===== src/rtl/ddr3_frame_arbiter_if.sv =====
// ddr3_frame_arbiter_if: DDR3 user command port handshake between arbiter (master) and controller (slave).
interface ddr3_frame_arbiter_if;
    logic        cmd_valid;
    logic        cmd_ready;
    logic        cmd_we;
    logic [27:0] cmd_addr;
    logic [7:0]  cmd_len;
    logic        burst_done;
    modport master (output cmd_valid, cmd_we, cmd_addr, cmd_len, input cmd_ready, burst_done);
    modport slave  (input cmd_valid, cmd_we, cmd_addr, cmd_len, output cmd_ready, burst_done);
endinterface


===== src/rtl/ddr3_frame_arbiter.sv =====
// ddr3_frame_arbiter: burst-level arbitration of camera writes and LCD reads on one DDR3 command
// port, with burst address generation and ping-pong frame banks.
module ddr3_frame_arbiter #(
    parameter int BURST_LEN  = 64,
    parameter int ADDR_STEP  = 8,
    parameter int FIFO_DEPTH = 512,
    parameter int LOW_WM     = 128,
    parameter int CNT_W      = 10,
    parameter int BANK_SHIFT = 23
) (
    input  logic                 clk,
    input  logic                 rst,
    input  logic                 init_done_i,
    input  logic [27:0]          ddr3_addr_max_i,
    input  logic                 wr_frame_start_i,
    input  logic                 rd_frame_start_i,
    input  logic [CNT_W-1:0]     wr_fifo_cnt_i,
    input  logic [CNT_W-1:0]     rd_fifo_cnt_i,
    ddr3_frame_arbiter_if.master cmd_if,
    output logic                 wr_bank_o,
    output logic                 rd_bank_o,
    output logic                 rd_enable_o
);
    localparam logic [1:0] IDLE = 2'd0, GRANT = 2'd1, CMD = 2'd2, WAIT = 2'd3;
    localparam logic [CNT_W-1:0] WR_TH  = CNT_W'(BURST_LEN);
    localparam logic [CNT_W-1:0] RD_TH  = CNT_W'(FIFO_DEPTH - BURST_LEN);
    localparam logic [CNT_W-1:0] URG_TH = CNT_W'(LOW_WM);
    localparam logic [28:0]      STEP   = 29'(BURST_LEN * ADDR_STEP);

    logic [1:0]  state_q, state_d;
    logic        gnt_wr_q, gnt_wr_d, last_wr_q;
    logic        cmd_valid_q, cmd_we_q;
    logic [27:0] cmd_addr_q, wr_off_q, rd_off_q, off_d;
    logic [28:0] off_sum;
    logic        wr_bank_q, rd_bank_q, done_bank_q, rd_enable_q, wr_pend_q, rd_pend_q;
    logic        wr_req, rd_req, urgent, idle, hs, wr_go, rd_go;

    always_comb begin
        wr_req   = init_done_i & (wr_fifo_cnt_i >= WR_TH);
        rd_req   = init_done_i & rd_enable_q & (rd_fifo_cnt_i <= RD_TH);
        urgent   = rd_req & (rd_fifo_cnt_i < URG_TH);
        gnt_wr_d = urgent ? 1'b0 : (wr_req & rd_req) ? ~last_wr_q : wr_req;
        idle     = state_q == IDLE;
        hs       = (state_q == CMD) & cmd_if.cmd_ready;
        wr_go    = idle & (wr_frame_start_i | wr_pend_q);
        rd_go    = idle & (rd_frame_start_i | rd_pend_q);
        off_sum  = {1'b0, cmd_we_q ? wr_off_q : rd_off_q} + STEP;
        off_d    = (off_sum >= {1'b0, ddr3_addr_max_i}) ? 28'd0 : off_sum[27:0];
        state_d  = idle ? ((wr_req | rd_req) ? GRANT : IDLE) :
                   (state_q == GRANT) ? CMD :
                   hs ? WAIT :
                   ((state_q == WAIT) & cmd_if.burst_done) ? IDLE : state_q;
    end

    always_ff @(posedge clk) begin
        if (rst) begin
            state_q     <= IDLE;
            gnt_wr_q    <= 1'b0;
            last_wr_q   <= 1'b0;
            cmd_valid_q <= 1'b0;
            cmd_we_q    <= 1'b0;
            cmd_addr_q  <= '0;
            wr_off_q    <= '0;
            rd_off_q    <= '0;
            wr_bank_q   <= 1'b0;
            rd_bank_q   <= 1'b0;
            done_bank_q <= 1'b0;
            rd_enable_q <= 1'b0;
            wr_pend_q   <= 1'b0;
            rd_pend_q   <= 1'b0;
        end else begin
            state_q   <= state_d;
            wr_pend_q <= ~idle & (wr_pend_q | wr_frame_start_i);
            rd_pend_q <= ~idle & (rd_pend_q | rd_frame_start_i);
            if (idle) gnt_wr_q <= gnt_wr_d;
            if (state_q == GRANT) begin
                cmd_valid_q <= 1'b1;
                cmd_we_q    <= gnt_wr_q;
                last_wr_q   <= gnt_wr_q;
                cmd_addr_q  <= gnt_wr_q ? (({27'd0, wr_bank_q} << BANK_SHIFT) | wr_off_q)
                                        : (({27'd0, rd_bank_q} << BANK_SHIFT) | rd_off_q);
            end
            if (hs) begin
                cmd_valid_q <= 1'b0;
                if (cmd_we_q) wr_off_q <= off_d;
                else rd_off_q <= off_d;
            end
            // start events only land in IDLE so an in-flight burst keeps its bank/offset
            if (wr_go) begin
                wr_off_q    <= '0;
                wr_bank_q   <= ~wr_bank_q;
                done_bank_q <= wr_bank_q;
                rd_enable_q <= 1'b1;
            end
            if (rd_go) begin
                rd_off_q  <= '0;
                rd_bank_q <= wr_go ? wr_bank_q : done_bank_q;
            end
        end
    end

    assign cmd_if.cmd_valid = cmd_valid_q;
    assign cmd_if.cmd_we    = cmd_we_q;
    assign cmd_if.cmd_addr  = cmd_addr_q;
    assign cmd_if.cmd_len   = 8'(BURST_LEN - 1);
    assign wr_bank_o        = wr_bank_q;
    assign rd_bank_o        = rd_bank_q;
    assign rd_enable_o      = rd_enable_q;
endmodule

===== src/flat_wrapper.sv =====
// flat-port wrapper written by rule: the top's interface ports become plain ports
module ddr3_frame_arbiter_flat 
#(
    parameter int BURST_LEN  = 64,
    parameter int ADDR_STEP  = 8,
    parameter int FIFO_DEPTH = 512,
    parameter int LOW_WM     = 128,
    parameter int CNT_W      = 10,
    parameter int BANK_SHIFT = 23
)
  (clk, rst, init_done_i, ddr3_addr_max_i, wr_frame_start_i, rd_frame_start_i, wr_fifo_cnt_i, rd_fifo_cnt_i, wr_bank_o, rd_bank_o, rd_enable_o, cmd_if_cmd_valid, cmd_if_cmd_we, cmd_if_cmd_addr, cmd_if_cmd_len, cmd_if_cmd_ready, cmd_if_burst_done);
  ddr3_frame_arbiter_if cmd_if_i ();
  input  logic clk;
  input  logic rst;
  input  logic init_done_i;
  input  logic [27:0] ddr3_addr_max_i;
  input  logic wr_frame_start_i;
  input  logic rd_frame_start_i;
  input  logic [CNT_W-1:0] wr_fifo_cnt_i;
  input  logic [CNT_W-1:0] rd_fifo_cnt_i;
  output logic wr_bank_o;
  output logic rd_bank_o;
  output logic rd_enable_o;
  output wire logic [$bits(cmd_if_i.cmd_valid)-1:0] cmd_if_cmd_valid;
  output wire logic [$bits(cmd_if_i.cmd_we)-1:0] cmd_if_cmd_we;
  output wire logic [$bits(cmd_if_i.cmd_addr)-1:0] cmd_if_cmd_addr;
  output wire logic [$bits(cmd_if_i.cmd_len)-1:0] cmd_if_cmd_len;
  input wire logic [$bits(cmd_if_i.cmd_ready)-1:0] cmd_if_cmd_ready;
  input wire logic [$bits(cmd_if_i.burst_done)-1:0] cmd_if_burst_done;
  assign cmd_if_cmd_valid = cmd_if_i.cmd_valid;
  assign cmd_if_cmd_we = cmd_if_i.cmd_we;
  assign cmd_if_cmd_addr = cmd_if_i.cmd_addr;
  assign cmd_if_cmd_len = cmd_if_i.cmd_len;
  assign cmd_if_i.cmd_ready = cmd_if_cmd_ready;
  assign cmd_if_i.burst_done = cmd_if_burst_done;
  ddr3_frame_arbiter #(.BURST_LEN(BURST_LEN), .ADDR_STEP(ADDR_STEP), .FIFO_DEPTH(FIFO_DEPTH), .LOW_WM(LOW_WM), .CNT_W(CNT_W), .BANK_SHIFT(BANK_SHIFT)) u_core (.clk(clk), .rst(rst), .init_done_i(init_done_i), .ddr3_addr_max_i(ddr3_addr_max_i), .wr_frame_start_i(wr_frame_start_i), .rd_frame_start_i(rd_frame_start_i), .wr_fifo_cnt_i(wr_fifo_cnt_i), .rd_fifo_cnt_i(rd_fifo_cnt_i), .cmd_if(cmd_if_i), .wr_bank_o(wr_bank_o), .rd_bank_o(rd_bank_o), .rd_enable_o(rd_enable_o));
endmodule

===== config.mk =====
export PLATFORM = sky130hd
export DESIGN_NAME = ddr3_frame_arbiter_flat
export DESIGN_NICKNAME = d
export VERILOG_FILES = /design/src/rtl/ddr3_frame_arbiter_if.sv /design/src/rtl/ddr3_frame_arbiter.sv /design/src/flat_wrapper.sv
export SDC_FILE = /design/constraint.sdc
export NUM_CORES = 1
export LEC_CHECK = 0
export ABC_CLOCK_PERIOD_IN_PS = 11800
export CORE_MARGIN = 10
export CORE_UTILIZATION = 31
export DETAILED_ROUTE_END_ITERATION = 10
export SYNTH_ARGS = -nofsm -noshare
export SYNTH_HDL_FRONTEND = slang
export SYNTH_SLANG_ARGS = --single-unit

===== constraint.sdc =====
create_clock -name clk -period 11.8 [get_ports clk]
set_clock_uncertainty 0.05 [all_clocks]
set_input_delay 2.36 -clock clk [delete_from_list [all_inputs] [get_ports clk]]
set_output_delay 2.36 -clock clk [all_outputs]
set_load 0.1 [all_outputs]

* Word-level counts from Yosys, hierarchy flattened *
Cells that the tools add are included.

cells by class
  add/sub/neg operators = 1
  $mul = 0
  div/mod/pow operators = 0
  order comparisons = 4
  eq/ne operators = 3
  shift operators = 0
  multiplexer cells = 11
  bitwise logic cells = 19
  reduce and logical (&&, ||, !) cells = 7

operator list
  cell                                                                                   number
  28-bit two-way mux                                                                     3
  24-bit by 28-bit OR with 28-bit output                                                 2
  28-bit by 10-bit adder with 29-bit output (second input constant)                      1
  29-bit by 28-bit greater-or-equal comparator with 1-bit output                         1
  1-bit AND                                                                              11
  10-bit by 7-bit greater-or-equal comparator with 1-bit output (second input constant)  1
  10-bit by 9-bit <= comparator with 1-bit output (second input constant)                1
  10-bit by 8-bit less-than comparator with 1-bit output (second input constant)         1
  2-bit two-way mux                                                                      4
  2-bit OR reduction                                                                     3
  2-bit equality test (second input constant)                                            2
  1-bit two-way mux                                                                      4
  2-bit AND reduction                                                                    2
  4-bit nonzero test                                                                     1
  1-bit NOT                                                                              3
  1-bit OR                                                                               3
  2-bit by 1-bit equality test with 1-bit output (second input constant)                 1
  2-bit logical NOT                                                                      1

word-level totals
  register bits = 95
  latch bits = 0
  bits in writable memories = 0
  ROM bits = 0
  input bits = 55
  output and inout port bits = 41
  word-level logic and storage cells = 58
  memories kept = 0

* Logic depth before layout (Yosys ltp) *
  depth after elaboration = 6
  mapped depth = 19
  depth with buffers taken out = 16

* Worst setup path before layout *
No wires, ideal clock.

  kind = register to register
  from = register u_core.last_wr_q (netlist name)
  to = register u_core.wr_off_q[8]
  setup time = 116 ps
  arrival time = 5370 ps
  data required time = 11634 ps
  path slack = 6264 ps
  stages on the path, launching flop included = 19
  clock period less this slack = 5536 ps
  cells stage by stage = dfxtp_1 buf_2 buf_1 buf_1 mux2_2 ha_1 inv_1 a2111oi_4 nand2_1 xor2_1 o21ai_1 ha_1 nand4_1 nor4_1 a211oi_1 o32ai_1 nor2_2 buf_2 o211a_1

RTL lines
  element               RTL line                  RTL
  end signal, assigned  ddr3_frame_arbiter.sv:63  wr_off_q <= '0;
  end signal, assigned  ddr3_frame_arbiter.sv:85  if (cmd_we_q) wr_off_q <= off_d;
  end signal, assigned  ddr3_frame_arbiter.sv:90  wr_off_q <= '0;
  end, declared         ddr3_frame_arbiter.sv:33  logic [27:0] cmd_addr_q, wr_off_q, rd_off_q, off_d;

==> run summary <==
• **via count of the first global-routing pass** 4296
• **Reg2Reg Depth** 16
• **DR WL met2** 6157 microns
• **Hold Buf Count CTS** 0
• **total iterations of the first detailed-routing run** 4
• **DRT antenna net count** 0
• **Worst Setup End Kind** flop
• **maximum buffer depth of the clock tree** 2
• **result of the run** finished, final reports clean
• **relative area change from synthesis to final layout** 25.20%
• **DRC violation total after the first TritonRoute iteration** 317
• **cell with the most instances after synthesis** sky130_fd_sc_hd__dfxtp_1
• **Starting Density** 31.94%
• **net count reported at finish** 688
• **clock sinks** 95
• **Post-synth ARST share** 0%
• **worst endpoint data arrival time** 5.87 ns
• **number of diodes** 0
• **aggregate global routing overflow** 0
• **Register-to-Register Setup Slack** 6.16 ns
• **number of distinct library cell variants in the gate-level netlist after synthesis** 56
• **mean post-synth cell area** 9.428 sq um
• **Cells after Synth** 542
• **ratio of routed vias to standard cells** 5.055
• **DRC errors left** 0
• **CTS tree** done
• **Leak** 0.002545 uW
• **area of the die** 22020 sq um
• **clock tree root driver cell** sky130_fd_sc_hd__clkbuf_16
• **worst IR drop on VDD** 0.06568 mV
• **DR WL met3** 698 microns
• **width of the die** 148.4 microns
• **unrepaired setup endpoints after global routing** no
• **ratio of total power to cell area** 143.9 nW/um^2
• **type of element launching the critical path** flop
• **vias** 4170
• **final critical delay including setup and external delays** 5.644 ns
• **number of post-CTS setup repair buffers** 0
• **GRT Total Usage** 12.44%
• **wirelength, routed** 13520 microns
• **Die Height** 148.4 microns
• **I/O pin count** 96
• **maximum fanout along the worst path** 49
• **end of the worst register-to-register path** u_core.wr_off_q[10]
• **maximum number of pins on one net before global-route repair** 57
• **top-area cell type share of the netlist area** 37.22%
• **part of the cycle the worst path needs** 47.83%
• **Resized cells post-CTS** 0
• **Core Rows** 46
• **final number of hold-violating endpoints** 0
• **aggregate negative setup slack** 0 ns
• **Yosys Warn Count** 0
• **clock input transition at the sequential cells of the worst setup and hold paths** 0.06 ns
• **CTS buffer count** 9
• **path class of the lowest-slack min-delay path** flop to flop
• **Hold Crit Depth** 1
• **fraction of final layout cells with drive strength greater than 1** 6.897%
• **placer's final routability congestion estimate** 0.8116
• **worst hold endpoint** u_core.wr_off_q[1]
• **Post-synth top flop** sky130_fd_sc_hd__dfxtp_1
• **# setup viols final** 0
• **worst flop-to-flop path startpoint** u_core.last_wr_q
• **initial antenna violation count** 0
• **drt wl/cell** 16.38 microns
• **level count of the clock H-tree** 3
• **post-synthesis sequential area ratio** 37.22%
• **Worst Tran Pin Value** 1.144 ns
• **hold_sp** u_core.wr_off_q[1]
• **count of buffers inserted at the top-level ports** 81
• **number of synthesized register bits** 95
• **cell type with the largest total area after synthesis** sky130_fd_sc_hd__dfxtp_1
• **FMAX** 0.1772 GHz
• **critical path required time** 12.02 ns
• **Worst Path Class, Setup** flop to flop
• **worst hold slack** 0.4122 ns
• **number of max-slew violations in the final report** 0
• **detailed-routing wirelength on met1** 6489 microns
• **first-pass GRT wire length** 22490 microns
• **max_slew headroom** 23.55%
• **detailed placement HPWL** 9962 microns
• **Std-Cell Core Area** 16000 sq um
• **highest routed metal layer** met4
• **Clock Latency Late Sink** 0.34 ns
• **Mapped Area** 5110 sq um
• **number of enable flip-flop cells after synthesis** 0
• **# Max-Cap Violations** 0
• **cell types occupying the most area after synthesis** sky130_fd_sc_hd__dfxtp_1 (37%), sky130_fd_sc_hd__mux2i_1 (9.0%), sky130_fd_sc_hd__ha_1 (7.1%)
• **most used standard cells in the synthesized netlist** sky130_fd_sc_hd__dfxtp_1 (95), sky130_fd_sc_hd__nor2_1 (50), sky130_fd_sc_hd__mux2i_1 (46), sky130_fd_sc_hd__a22o_1 (36), sky130_fd_sc_hd__inv_1 (31)
==> how the worst max path moves through the flow <==
stage                   startpoint             endpoint  slack (ns)  cells past startpoint
6_report          u_core.last_wr_q  u_core.wr_off_q[10]        6.16                     16
5_1_grt           u_core.last_wr_q  u_core.wr_off_q[10]        5.65                     17
4_1_cts           u_core.last_wr_q  u_core.wr_off_q[15]        6.08                     16
3_5_place_dp      u_core.last_wr_q  u_core.wr_off_q[15]        6.12                     16
3_3_place_gp   ddr3_addr_max_i[27]  u_core.wr_off_q[19]        6.22                      9
2_1_floorplan     u_core.last_wr_q   u_core.wr_off_q[8]        6.26                     18
==> power by group <==
part | total [uW] | internal (uW) | leakage [uW] | switching (uW)
Clock | 327 | 207 | 0.000166 | 121
Combinational | 243 | 64.9 | 0.00161 | 178
Sequential | 350 | 338 | 0.000771 | 11.9
Total | 921 | 610 | 0.00254 | 311
==> state kept, by name, indices dropped and copies added, names as in the netlist <==
signal and count:
u_core.rd_enable_o 1, u_core.cmd_if.cmd_valid 1, u_core.last_wr_q 1, u_core.rd_bank_o 1
u_core.cmd_if.cmd_addr 28, u_core.rd_pend_q 1, u_core.gnt_wr_q 1, u_core.wr_bank_o 1
u_core.wr_off_q 28, u_core.state_q 2, u_core.wr_pend_q 1, u_core.rd_off_q 28
u_core.done_bank_q 1
==> cell families (layout without fill, tap and decap cells) <==
logic type      after synthesis  count (layout)  share of synthesized area, %
other cells                   2               8                        0.1470
fa+ha+maj                    29              29                         7.101
simple gates                140             140                         14.01
xor+xnor                     23              23                         3.942
mux                          55              55                         10.99
buf+inv                      71             132                         6.048
compound gates              127             127                         20.54
flops                        95              95                         37.22
==> through the flow <==
| stage | area, sq um | total power [uW] | worst slack (ns) | util (%) | cells |
|---|---|---|---|---|---|
| finish | 6397 | 920.6 | 6.156 | 39.98 | 825 |
| global route | 6397 | 956.7 | 5.653 | 39.98 | 825 |
| CTS | 6397 | 929.3 | 6.085 | 39.98 | 825 |
| detailed placement | 6060 | 602.1 | 6.118 | 37.87 | 809 |
| global placement | 6060 | 599.2 | 6.217 | 37.87 | 809 |
| floorplan | 5132 | 539.3 | 6.264 | - | 548 |
==> worst max-delay path: stages (launching register included) <==
cell,delay [ns]
sky130_fd_sc_hd__dfxtp_2,0.31
sky130_fd_sc_hd__buf_4,0.52
sky130_fd_sc_hd__mux2i_1,0.29
sky130_fd_sc_hd__inv_1,0.11
sky130_fd_sc_hd__ha_1,0.17
sky130_fd_sc_hd__inv_1,0.08
sky130_fd_sc_hd__a2111oi_4,0.65
sky130_fd_sc_hd__nand4_1,0.30
sky130_fd_sc_hd__xor2_1,0.21
sky130_fd_sc_hd__o21ai_0,0.25
sky130_fd_sc_hd__ha_1,0.29
sky130_fd_sc_hd__nand3_1,0.19
sky130_fd_sc_hd__inv_1,0.07
sky130_fd_sc_hd__a221oi_1,0.53
sky130_fd_sc_hd__o221ai_4,0.26
sky130_fd_sc_hd__nor4_4,1.02
sky130_fd_sc_hd__a22o_1,0.25
==> cell type report <==
cell class | count | area [sq um]
Sequential cell | 95 | 1903
Fill cell | 1628 | 9603
Clock inverter | 6 | 108.9
Multi-Input combinational cell | 382 | 2929
Clock buffer | 10 | 229.0
Timing Repair Buffer | 85 | 840.8
Inverter | 31 | 116.4
Tap cell | 216 | 270.3
==> routing by layer <==
| metal | up-vias | GRT usage (%) |
|---|---|---|
| li1 | 2089 | - |
| met1 | 1974 | 16.02 |
| met2 | 95 | 20.06 |
| met3 | 12 | 2.822 |
| met4 | 0 | 4.063 |
| met5 | - | 0 |
==> cell usage in the layout (no fill, tap or decap), types with 2 or more instances in the layout <==
master                            count
sky130_fd_sc_hd__a211o_1              2
sky130_fd_sc_hd__a211oi_1            29
sky130_fd_sc_hd__a21boi_0             2
sky130_fd_sc_hd__a21o_1               3
sky130_fd_sc_hd__a21oi_1             13
sky130_fd_sc_hd__a221oi_1             3
sky130_fd_sc_hd__a22o_1              36
sky130_fd_sc_hd__a31oi_1              2
sky130_fd_sc_hd__and2_1               5
sky130_fd_sc_hd__buf_4                4
sky130_fd_sc_hd__bufinv_16            3
sky130_fd_sc_hd__clkbuf_16            9
sky130_fd_sc_hd__clkdlybuf4s50_1     81
sky130_fd_sc_hd__clkinv_2             2
sky130_fd_sc_hd__conb_1               8
sky130_fd_sc_hd__dfxtp_1             94
sky130_fd_sc_hd__ha_1                29
sky130_fd_sc_hd__inv_1               31
sky130_fd_sc_hd__mux2_2               9
sky130_fd_sc_hd__mux2i_1             46
sky130_fd_sc_hd__nand2_1             24
sky130_fd_sc_hd__nand2b_1             2
sky130_fd_sc_hd__nand3_1             13
sky130_fd_sc_hd__nand3b_1             2
sky130_fd_sc_hd__nand4_1             11
sky130_fd_sc_hd__nand4b_1             3
sky130_fd_sc_hd__nor2_1              50
sky130_fd_sc_hd__nor2b_1              4
sky130_fd_sc_hd__nor3_1               8
sky130_fd_sc_hd__nor4_1               3
sky130_fd_sc_hd__o211a_1             18
sky130_fd_sc_hd__o21ai_0              8
sky130_fd_sc_hd__or3_1                4
sky130_fd_sc_hd__xnor2_1              8
sky130_fd_sc_hd__xor2_1              15
(Power assumes the default switching activity.)
